**config.mk**
```make
export PLATFORM = sky130hd
export DESIGN_NAME = mem_access_stage
export DESIGN_NICKNAME = d
export VERILOG_FILES = /design/src/rtl/mem_stage_pkg.sv /design/src/rtl/mem_watchdog.sv /design/src/rtl/mem_access_stage.sv
export SDC_FILE = /design/constraint.sdc
export NUM_CORES = 1
export LEC_CHECK = 0
export ABC_AREA = 1
export CAP_MARGIN = 30
export CORE_AREA = 2 2 144 174
export CTS_BUF_LIST = sky130_fd_sc_hd__clkbuf_16
export CTS_CLUSTER_DIAMETER = 60
export DETAILED_ROUTE_END_ITERATION = 10
export DIE_AREA = 0 0 146 176
export PLACE_DENSITY = 0.51
export SLEW_MARGIN = 10
export SYNTH_ARGS = -nofsm -noshare
export SYNTH_HDL_FRONTEND = slang
export SYNTH_SLANG_ARGS = --single-unit
```
**constraint.sdc**
```tcl
create_clock -name clk -period 1.57 [get_ports clk]
set_input_delay 0.471 -clock clk [delete_from_list [all_inputs] [get_ports clk]]
set_output_delay 0.471 -clock clk [all_outputs]
set_load 0.02 [all_outputs]
```
**src/rtl/mem_stage_pkg.sv**
```systemverilog
// mem_stage_pkg: state encoding, instruction field positions and default widths
package mem_stage_pkg;
  localparam int DEF_ADDR_W = 32;
  localparam int DEF_DATA_W = 32;
  localparam int OP_MSB = 31;
  localparam int OP_LSB = 26;
  localparam int FUNCT_MSB = 5;
  localparam int FUNCT_LSB = 0;
  typedef enum logic [1:0] {IDLE, REQ, WAIT_RSP, DONE} state_t;
endpackage

```
**src/rtl/mem_watchdog.sv**
```systemverilog
// mem_watchdog: saturating cycle counter, expired on the LIMIT-th enabled cycle; LIMIT 0 never expires
module mem_watchdog #(
  parameter int LIMIT = 255
) (
  input  logic clk,
  input  logic reset,
  input  logic clr,
  input  logic en,
  output logic expired
);
  localparam int CW = (LIMIT < 2) ? 1 : $clog2(LIMIT);
  logic [CW-1:0] cnt_q, cnt_d;
  always_comb begin
    expired = (LIMIT != 0) && en && (int'(cnt_q) >= LIMIT - 1);
    cnt_d = clr ? '0 : (en && !expired) ? cnt_q + 1'b1 : cnt_q;
  end
  always_ff @(posedge clk or negedge reset) begin
    if (!reset) cnt_q <= '0;
    else cnt_q <= cnt_d;
  end
endmodule

```
**src/rtl/mem_access_stage.sv**
```systemverilog
// mem_access_stage: unified memory port for the multicycle core; holds IR/MDR and stalls control while busy.
// Define MEM_ALIGN_CHECK_EN to trap misaligned accesses instead of forcing word alignment.
module mem_access_stage
  import mem_stage_pkg::*;
#(
  parameter int ADDR_W = DEF_ADDR_W,
  parameter int DATA_W = DEF_DATA_W,
  parameter int TIMEOUT_CYCLES = 255
) (
  input  logic              clk,
  input  logic              reset,
  input  logic              mem_access,
  input  logic              I_or_D,
  input  logic              Mem_Write,
  input  logic              IR_Write,
  input  logic [ADDR_W-1:0] PC,
  input  logic [ADDR_W-1:0] ALU_Out,
  input  logic [DATA_W-1:0] B_Data,
  output logic              mem_req_valid,
  input  logic              mem_req_ready,
  output logic              mem_req_we,
  output logic [ADDR_W-1:0] mem_req_addr,
  output logic [DATA_W-1:0] mem_req_wdata,
  input  logic              mem_rsp_valid,
  input  logic [DATA_W-1:0] mem_rsp_rdata,
  output logic [DATA_W-1:0] Instr,
  output logic [5:0]        Op,
  output logic [5:0]        Funct,
  output logic [DATA_W-1:0] MDR,
  output logic              stall,
  output logic              mem_timeout
`ifdef MEM_ALIGN_CHECK_EN
  ,
  output logic              misalign_trap,
  output logic [ADDR_W-1:0] misalign_addr
`endif
);
  state_t state_q, state_d;
  logic [ADDR_W-1:0] addr_q, addr_d, sel_addr, issue_addr;
  logic [DATA_W-1:0] wdata_q, wdata_d, instr_q, instr_d, mdr_q, mdr_d;
  logic we_q, we_d, fetch_q, fetch_d, timeout_q, timeout_d;
  logic busy, expired, misaligned;
`ifdef MEM_ALIGN_CHECK_EN
  logic trap_q, trap_d;
  logic [ADDR_W-1:0] maddr_q, maddr_d;
`endif

  assign busy = (state_q == REQ) || (state_q == WAIT_RSP);
  assign sel_addr = I_or_D ? ALU_Out : PC;
`ifdef MEM_ALIGN_CHECK_EN
  assign issue_addr = sel_addr;
  assign misaligned = |sel_addr[1:0];
`else
  assign issue_addr = sel_addr & ~ADDR_W'(3);
  assign misaligned = 1'b0;
`endif

  mem_watchdog #(.LIMIT(TIMEOUT_CYCLES)) u_watchdog (
    .clk(clk),
    .reset(reset),
    .clr(!busy),
    .en(busy),
    .expired(expired)
  );

  always_comb begin
    state_d = state_q;
    addr_d = addr_q;
    we_d = we_q;
    wdata_d = wdata_q;
    fetch_d = fetch_q;
    instr_d = instr_q;
    mdr_d = mdr_q;
    timeout_d = timeout_q;
`ifdef MEM_ALIGN_CHECK_EN
    trap_d = 1'b0;
    maddr_d = maddr_q;
`endif
    unique case (state_q)
      IDLE: begin
        if (mem_access && misaligned) begin
          state_d = DONE;
`ifdef MEM_ALIGN_CHECK_EN
          trap_d = 1'b1;
          maddr_d = issue_addr;
`endif
        end else if (mem_access) begin
          state_d = REQ;
          addr_d = issue_addr;
          we_d = Mem_Write;
          wdata_d = B_Data;
          fetch_d = IR_Write;
        end
      end
      // a handshake in the final watchdog cycle still completes normally
      REQ: begin
        state_d = mem_req_ready ? (we_q ? DONE : WAIT_RSP) : expired ? DONE : REQ;
        timeout_d = timeout_q | (!mem_req_ready && expired);
      end
      WAIT_RSP: begin
        state_d = (mem_rsp_valid || expired) ? DONE : WAIT_RSP;
        timeout_d = timeout_q | (!mem_rsp_valid && expired);
        instr_d = (mem_rsp_valid && fetch_q) ? mem_rsp_rdata : instr_q;
        mdr_d = (mem_rsp_valid && !fetch_q) ? mem_rsp_rdata : mdr_q;
      end
      default: state_d = IDLE;
    endcase
  end

  always_ff @(posedge clk or negedge reset) begin
    if (!reset) begin
      state_q <= IDLE;
      addr_q <= '0;
      we_q <= 1'b0;
      wdata_q <= '0;
      fetch_q <= 1'b0;
      instr_q <= '0;
      mdr_q <= '0;
      timeout_q <= 1'b0;
`ifdef MEM_ALIGN_CHECK_EN
      trap_q <= 1'b0;
      maddr_q <= '0;
`endif
    end else begin
      state_q <= state_d;
      addr_q <= addr_d;
      we_q <= we_d;
      wdata_q <= wdata_d;
      fetch_q <= fetch_d;
      instr_q <= instr_d;
      mdr_q <= mdr_d;
      timeout_q <= timeout_d;
`ifdef MEM_ALIGN_CHECK_EN
      trap_q <= trap_d;
      maddr_q <= maddr_d;
`endif
    end
  end

  assign mem_req_valid = state_q == REQ;
  assign mem_req_we = we_q;
  assign mem_req_addr = addr_q;
  assign mem_req_wdata = wdata_q;
  assign Instr = instr_q;
  assign Op = instr_q[OP_MSB:OP_LSB];
  assign Funct = instr_q[FUNCT_MSB:FUNCT_LSB];
  assign MDR = mdr_q;
  assign mem_timeout = timeout_q;
  // control must never see stall while the stage itself is held in reset
  assign stall = reset & ((state_q == IDLE) ? mem_access : busy);
`ifdef MEM_ALIGN_CHECK_EN
  assign misalign_trap = trap_q;
  assign misalign_addr = maddr_q;
`endif
endmodule

```
# Word-level counts from Yosys, hierarchy flattened
# Index checks and enable logic that the tools add are counted.
# W data, S select, Z words.
[totals]
register_bits = 139
latch_bits = 0
ramBits = 0
rom_bits = 0
in_bits = 136
out_inout_bits = 144
wordCells = 46
n_memories = 0
[classes]
add_sub_neg = 1
multipliers = 0
n_div = 0
order_cmp = 1
eq_ne = 4
shifts = 0
muxes = 11
bitwise = 3
reduce_logical = 17
[op_table]
columns = ["operator", "n"]
rows = [
  ["$mux W32", 1],
  ["$mux W8", 2],
  ["$add A8 B1 Y8 const B", 1],
  ["$ge A8 B8 Y1 const B", 1],
  ["$logic_and A1 B1 Y1", 6],
  ["$mux W2", 3],
  ["$pmux W2 S3", 1],
  ["$reduce_and A2 Y1", 3],
  ["$logic_not A1 Y1", 4],
  ["$mux W1", 3],
  ["$eq A2 B1 Y1 const B", 1],
  ["$eq A2 B2 Y1 const B", 1],
  ["$logic_not A2 Y1", 1],
  ["$logic_or A1 B1 Y1", 2],
  ["$ne A2 B1 Y1 const B", 1],
  ["$ne A2 B2 Y1 const B", 1],
  ["$or A1 B1 Y1", 2],
  ["$pmux W1 S2", 1],
  ["$reduce_bool A2 Y1", 1],
  ["$and A1 B1 Y1", 1],
]

# Longest topological paths before layout
[depth]
word_depth = 7
ltp_mapped = 8
ltp_nobuf = 8

# Modules after synthesis
# From an unflattened synthesis, not the netlist that was laid out.
[unflattened]
cells_unflattened = 667
hier_area_um2 = 6124.6
[modules_own_cells]
columns = ["module", "n_inst", "cells_each", "area_each_um2", "seq_area_each_um2"]
rows = [
  ["mem_access_stage", 1, 598, 5610.4, 3278.1],
  ["mem_watchdog", 1, 69, 514.2, 200.2],
]

# Worst setup path after synthesis
# OpenSTA, ideal clock, no wires.
[synth_path]
path_kind = "register -> output"
start = "register state_q[0]"
end = "output port stall"
t_arrival_ns = 1.367
required_time_ns = 1.099
slack_ns = -0.268
path_stages_with_launch = 6
path_buffers = 1
cell_sequence = "dfrtp_1 inv_1 ha_1 clkbuf_1 o21ai_0 nor2_1"
[synth_via]
elab_chain_cells = 4
elab_cells_between_ends = 6
classes_between = "eq/ne: 2; mux: 1; bitwise: 1; reduce/logical: 2"
[synth_lines]
columns = ["item", "line_no", "text"]
rows = [
  ["start, declared", "mem_access_stage.sv:38", "state_t state_q, state_d;"],
  ["start signal, assigned", "mem_access_stage.sv:125", "state_q <= state_d;"],
  ["$eq A2 B1 Y1 / $eq A2 B2 Y1 (equally long branches)", "mem_access_stage.sv:48", "assign busy = (state_q == REQ) || (state_q == WAIT_RSP);"],
  ["$logic_or A1 B1 Y1 (*)", "mem_access_stage.sv:48", ""],
  ["net busy", "mem_access_stage.sv:42", "logic busy, expired, misaligned;"],
  ["$mux W1 (*)", "mem_access_stage.sv:150", "assign stall = reset & ((state_q == IDLE) ? mem_access : busy);"],
  ["$and A1 B1 Y1 (*)", "mem_access_stage.sv:150", ""],
  ["end, declared", "mem_access_stage.sv:30", "output logic stall,"],
]
# The timed path passes the listed nets; every way through them passes the cells marked *.

# Worst setup path in the final report
[layout_path]
start = "register state_q[1]"
end = "output port stall"
[layout_via]
elab_chain_cells = 4
elab_cells_between_ends = 6
classes_between = "eq/ne: 2; mux: 1; bitwise: 1; reduce/logical: 2"
[layout_lines]
columns = ["item", "line_no"]
rows = [
  ["$eq A2 B1 Y1 / $eq A2 B2 Y1 (equally long branches)", "mem_access_stage.sv:48"],
  ["$logic_or A1 B1 Y1", "mem_access_stage.sv:48"],
  ["$mux W1 (*)", "mem_access_stage.sv:150"],
  ["$and A1 B1 Y1 (*)", "mem_access_stage.sv:150"],
]
# Mark *: on every way between the ends. The rest lies on a longest branch, timed or not.

==> impl_summary.log <==
INFO  metric rsz0062_at_grt = yes
INFO  metric post_synth_instance_area = 5886 um2
INFO  metric period_needed = 1.882 ns
INFO  metric synth_top_area_cell = sky130_fd_sc_hd__dfrtp_1
INFO  metric synthesis.instances = 650
INFO  metric via_count_of_the_first_global_routing_pass = 5,542
INFO  metric post_synth_num_cell_types = 25
INFO  metric post_drt_via_cell_ratio = 4.210
INFO  metric final-hold-violation-count = 0
INFO  metric finalSetupViolations = 59
INFO  metric grt_antenna_before_repair = 0
INFO  metric worst_ir_drop_vdd = 709.4 uV
INFO  metric ys.warnings.count = 0
INFO  metric report.final.slew_viol_count = 0
INFO  metric groute.layer.met1.usage = 18.94%
INFO  metric failed_checks = setup timing
INFO  metric antenna_left = 0
INFO  metric grt_first_pass_wirelength = 31,240 um
INFO  metric grt_start_max_net_pins = 61
INFO  metric critical_path_peak_fanout = 3
INFO  metric max_slew.worst_pin.slew = 0.8272 ns
INFO  metric power.leakage = 4.936 nW
INFO  metric cts_hold_repair.buffers = 0
INFO  metric clk_path_buf_depth = 2
INFO  metric min-delay-path-class = primary input to async pin
INFO  metric worstSetupPathType = flip-flop to primary output
INFO  metric htree_levels = 4
INFO  metric run_status = finished, violations left
INFO  metric die_span_in_y = 176 um
INFO  metric use_met2 = 26.40%
INFO  metric ys_seq_elements = 139
INFO  metric synth_top_cell_area_share = 59.10%
INFO  metric grt_util_met3 = 4.444%
INFO  metric route.final.wire_length = 20,840 um
INFO  metric port_buffers = 273
INFO  metric finalHoldWorstSlack = 0.2112 ns
INFO  metric max_freq = 0.5315 GHz
INFO  metric route.detailed.wl_per_inst = 16.09 um
INFO  metric period_share = 119.8%
INFO  metric start_kind = flip-flop
INFO  metric finClkSkew = 0.01080 ns
INFO  metric die-area = 25,700 um2
INFO  metric core_area = 23,890 um2
INFO  metric synth_area_leaders = sky130_fd_sc_hd__dfrtp_1 59%, sky130_fd_sc_hd__nand2_1 14%, sky130_fd_sc_hd__a21oi_1 5.1%
INFO  metric max_cap_viol_count = 0
INFO  metric worst_ep_arrival_time = 1.41 ns
INFO  metric setup_tns = -7.904 ns
INFO  metric areaGrowthSynthToFinish = 73.89%
INFO  metric grt_remaining_overflow = 0
INFO  metric yosysSeqAreaShare = 59.10%
INFO  metric syn_avg_cell_area = 9.055 um2
INFO  metric floorplan.rows = 62
INFO  metric clk_latency = 0.42 ns
INFO  metric via_count = 5,452
INFO  metric cts-root-buf = sky130_fd_sc_hd__clkbuf_16
INFO  metric cts.reportedPaths.clkPinSlew = 0.07 ns
INFO  metric tritoncts = yes
INFO  metric place.gp.congestion = 0.7618
INFO  metric worst_setup_path_end_kind = primary output
INFO  metric power-per-cell-area = 1963 nW/um2
INFO  metric die_w = 146 um
INFO  metric layout-drive-gt1-share = 35.59%
INFO  metric antenna_cells_inserted = 0
INFO  metric clkSinkCount = 139
INFO  metric grtUsageTotal = 15.53%
INFO  metric worst_slack = -0.3116 ns
INFO  metric layout.core_utilization = 42.84%
INFO  metric start_util = 24.63%
INFO  metric timing.slew.headroom = 44.85%
INFO  metric place.detailed.hpwl = 13,180 um
INFO  metric io_pins = 280
INFO  metric drcViolationCount = 0
INFO  metric dr.pass1.iters = 4
INFO  metric grt-busiest-layer = met2
INFO  metric cts_buffers = 17
INFO  metric worst-endpoint-required = 1.10 ns
INFO  metric finalNetCount = 1,104
INFO  metric drt_iter0_drc = 188
==> layout by cell type (no fill, tap or decap), types with 2 or more instances in the layout <==
cell type                         instances
sky130_fd_sc_hd__nor2_1                  42
sky130_fd_sc_hd__dfrtp_1                139
sky130_fd_sc_hd__nand2_2                 14
sky130_fd_sc_hd__clkdlybuf4s15_2         44
sky130_fd_sc_hd__nand3_1                  4
sky130_fd_sc_hd__nor3_1                   2
sky130_fd_sc_hd__ha_1                     3
sky130_fd_sc_hd__clkinvlp_4               3
sky130_fd_sc_hd__a21oi_1                 60
sky130_fd_sc_hd__buf_12                  12
sky130_fd_sc_hd__nand2_4                 31
sky130_fd_sc_hd__ha_4                     3
sky130_fd_sc_hd__inv_1                   42
sky130_fd_sc_hd__inv_4                    2
sky130_fd_sc_hd__clkinv_4                 3
sky130_fd_sc_hd__o21ai_1                 17
sky130_fd_sc_hd__clkdlybuf4s50_1        130
sky130_fd_sc_hd__conb_1                   2
sky130_fd_sc_hd__buf_4                   34
sky130_fd_sc_hd__buf_8                    3
sky130_fd_sc_hd__clkbuf_16               23
sky130_fd_sc_hd__buf_6                    9
sky130_fd_sc_hd__o21ai_2                 48
sky130_fd_sc_hd__o21ai_0                  6
sky130_fd_sc_hd__nand2_1                172
sky130_fd_sc_hd__buf_2                   95
sky130_fd_sc_hd__bufinv_16                2
sky130_fd_sc_hd__clkinv_2                 2
sky130_fd_sc_hd__inv_2                    2
sky130_fd_sc_hd__buf_16                   6
sky130_fd_sc_hd__o21bai_1                 2
sky130_fd_sc_hd__inv_6                    4
sky130_fd_sc_hd__nor2_4                   2
sky130_fd_sc_hd__nand4_1                  3
==> metrics by stage <==
step                worst slack (ns)  total power [W]  cells  area (um2)
floorplan                  -0.003929          0.01105    651        5921
global placement             -0.6146          0.01593   1233        9124
detailed placement           -0.6172          0.01598   1233        9124
CTS                          -0.3516          0.01986   1279        9975
global route                 -0.3759          0.02141   1295       10230
finish                       -0.3116          0.02009   1295       10230
==> layout make-up <==
type                       instances  area, um2
multi-input combinational        419       2359
inverter                          46      177.7
clock inverter                    15      165.2
tap                              320      400.4
clock buffer                      17      425.4
fill                            2421      13660
sequential                       139       3478
timing repair buffer             339       3229
==> logic make-up after synthesis <==
logic type	Yosys count	share of synthesized area, %
flops	139	59.10
other cells	1	0.06371
compound gates	137	13.88
simple gates	274	17.88
buf+inv	93	7.802
fa+ha+maj	6	1.275
==> metal layers <==
| layer | vias to the layer above | wire length (um) |
|---|---|---|
| met5 | - | 0 |
| met4 | 0 | 398 |
| met3 | 23 | 1332 |
| met2 | 193 | 10470 |
| met1 | 2556 | 8636 |
| li1 | 2680 | - |
==> flip-flops by register name, indices dropped and copies added (netlist names) <==
register,count
Instr,32
MDR,32
mem_req_wdata,32
mem_req_addr,30
u_watchdog.cnt_q,8
state_q,2
fetch_q,1
mem_req_we,1
mem_timeout,1
==> report_power, final <==
group	internal (W)	switching [W]
Combinational	0.00418	0.00544
Sequential	0.00522	0.00114
Clock	0.00237	0.00174
==> timing repair <==
action | 4_1_cts | 5_1_grt
gates cloned | 7 | 9
resized for setup | 526 | 173
endpoints found under the setup margin | 198 | 135
pin swaps | 5 | 9
buffers inserted | 9 | 8
==> synthesized netlist by cell type (all sizes together) <==
cell type  number
conb            1
o21a            1
o21ai          72
dfrtp         139
nor3            2
clkbuf         19
a21boi          1
nand4           3
buf            28
nand3           5
o21bai          2
nand2         217
inv            46
a21oi          60
or2             1
nor2           45
ha              6
a31oi           1
and3            1
==> path summary, 6_finish.rpt <==
kind / startpoint / to / slack (ns) / cells past startpoint
min reg2reg: mem_req_wdata[18]$_DFFE_PN0P_ / mem_req_wdata[18]$_DFFE_PN0P_ / 0.48 / 2
max: state_q[1]$_DFFE_PN0P_ / stall / -0.31 / 6
min: reset / Instr[10]$_DFFE_PN0P_ / 0.21 / 3
max in group asynchronous: reset / mem_req_wdata[15]$_DFFE_PN0P_ / 0.38 / 4
max reg2reg: state_q[0]$_DFFE_PN0P_ / MDR[17]$_DFFE_PN0P_ / -0.24 / 11
min in group clk: mem_req_wdata[18]$_DFFE_PN0P_ / mem_req_wdata[18]$_DFFE_PN0P_ / 0.48 / 2
==> critical path, cell delays in order (launching register included) <==
cell	delay, ns
sky130_fd_sc_hd__dfrtp_1	0.38
sky130_fd_sc_hd__inv_2	0.09
sky130_fd_sc_hd__ha_4	0.18
sky130_fd_sc_hd__inv_4	0.05
sky130_fd_sc_hd__nor2_4	0.13
sky130_fd_sc_hd__nor2_4	0.05
sky130_fd_sc_hd__buf_6	0.12
Power figures use the tool's default switching activity.
==> RTL edit (config.mk and constraints unchanged) <==
Re-encode `state_t` (4 states) as one-hot, 4 bits wide.
--- a/src/rtl/mem_stage_pkg.sv
+++ b/src/rtl/mem_stage_pkg.sv
@@ -6,6 +6,6 @@
   localparam int OP_LSB = 26;
   localparam int FUNCT_MSB = 5;
   localparam int FUNCT_LSB = 0;
-  typedef enum logic [1:0] {IDLE, REQ, WAIT_RSP, DONE} state_t;
+  typedef enum logic [3:0] {IDLE = 4'b0001, REQ = 4'b0010, WAIT_RSP = 4'b0100, DONE = 4'b1000} state_t;
 endpackage
 
Function: same outputs for any inputs over 4 cycles, from zero or initial values and one cycle with reset low; so few cycles prove little.
==> RTL edit against the unedited design <==
The run still ends with setup timing left. Setup slack worse by 100 ps. Final area shrank 4.2%. Via count is 0.66% higher. Routed wire length decreased by 0.11%. Clock power down 5.8%. Power is 22% lower. Die area unchanged. Sequential cell count up 2. Synthesized area grew 2.6%.
==> RTL edit: results <==
[run_status]
run_status = finished with violations
violations_in_the_final_reports = setup timing

[sta]
report.final.setup_viol = 3
final_critical_path_setup_slack_ps = -411.4
final.setup_skew_ps = 8.935
tns_ps = -770.4

[logic_synthesis]
synth_top_cells_by_count = 221 x sky130_fd_sc_hd__nand2_1, 140 x sky130_fd_sc_hd__dfrtp_1, 68 x sky130_fd_sc_hd__nor2_1
synthCells = 660
fraction_of_the_yosys_area_taken_by_sequential_cells_pct = 58.48
synth.top_cells.by_area = sky130_fd_sc_hd__dfrtp_1 58%, sky130_fd_sc_hd__nand2_1 14%, sky130_fd_sc_hd__o21ai_2 4.6%, sky130_fd_sc_hd__nor2_1 4.2%, sky130_fd_sc_hd__o31ai_1 3.7%
ys_ff_latch = 141

[finish]
fin_util_pct = 41.05
seq-cell-share_pct = 36.00
inv_count = 55
number_of_multi_input_logic_gates = 420
nonClkBufAreaFrac_pct = 30.25
signal_buffers = 324

[place]
globalplace.congestion = 0.7104
hpwl_microns = 13100

[detailed_routing]
wirelength_microns = 20810
met3WireLength_microns = 1771
detail_route.wl_per_cell_microns = 16.12
routed-wl-met2_microns = 10250
m1WireLength_microns = 8538
avgViaCountPerCell = 4.251

[setup_path]
crit_fanout = 2

[global_routing]
groute.usage.overall_pct = 14.77

[power]
ir_worst_vdd_v = 0.0007091
==> RTL edit: cell count changes after synthesis, moves of 4 or more <==
cell / unedited run / this run
sky130_fd_sc_hd__o31ai_1: 0 / 30
sky130_fd_sc_hd__clkbuf_1: 19 / 5
sky130_fd_sc_hd__nor2_1: 44 / 68
sky130_fd_sc_hd__buf_2: 4 / 16
sky130_fd_sc_hd__a21oi_1: 60 / 1
sky130_fd_sc_hd__inv_1: 45 / 53
sky130_fd_sc_hd__o21ai_0: 40 / 22
sky130_fd_sc_hd__o21ai_1: 0 / 16
sky130_fd_sc_hd__nand2_1: 217 / 221
sky130_fd_sc_hd__nand3_1: 5 / 11
sky130_fd_sc_hd__ha_1: 6 / 2
==> RTL edit: power groups by stage <==
stage               Sequential, mW  Combinational, mW  Clock, mW
floorplan                     7.02               1.96          0
global placement              5.62               6.94          0
detailed placement            5.65               6.93          0
CTS                           5.61               6.54       4.02
global route                  5.75               6.80       4.18
finish                        5.59               6.25       3.87
==> RTL edit: final timing paths <==
kind                            startpoint          endpoint  slack, ps
worst max-delay path            state_q[0]             stall       -410
worst min-delay path                 reset        state_q[3]         40
worst max register to register  state_q[3]         Instr[16]         10
worst min register to register   Instr[24]         Instr[24]        470
max in group asynchronous            reset  mem_req_addr[30]        360
min in group clk                 Instr[24]         Instr[24]        470
==> RTL edit: repair_timing <==
item                       4_1_cts  5_1_grt
pin swaps                        6        2
setup buffers                   16        5
resized for setup              489      117
setup endpoints to repair      160      171
cloned                           2       13
==> RTL edit: logic make-up after synthesis <==
group	count (synthesis)	synth area share [%]
flops	141	58.48
xor+xnor	2	0.2903
buf+inv	101	8.686
fa+ha+maj	2	0.4145
simple gates	311	20.34
compound gates	102	11.73
other cells	1	0.06213
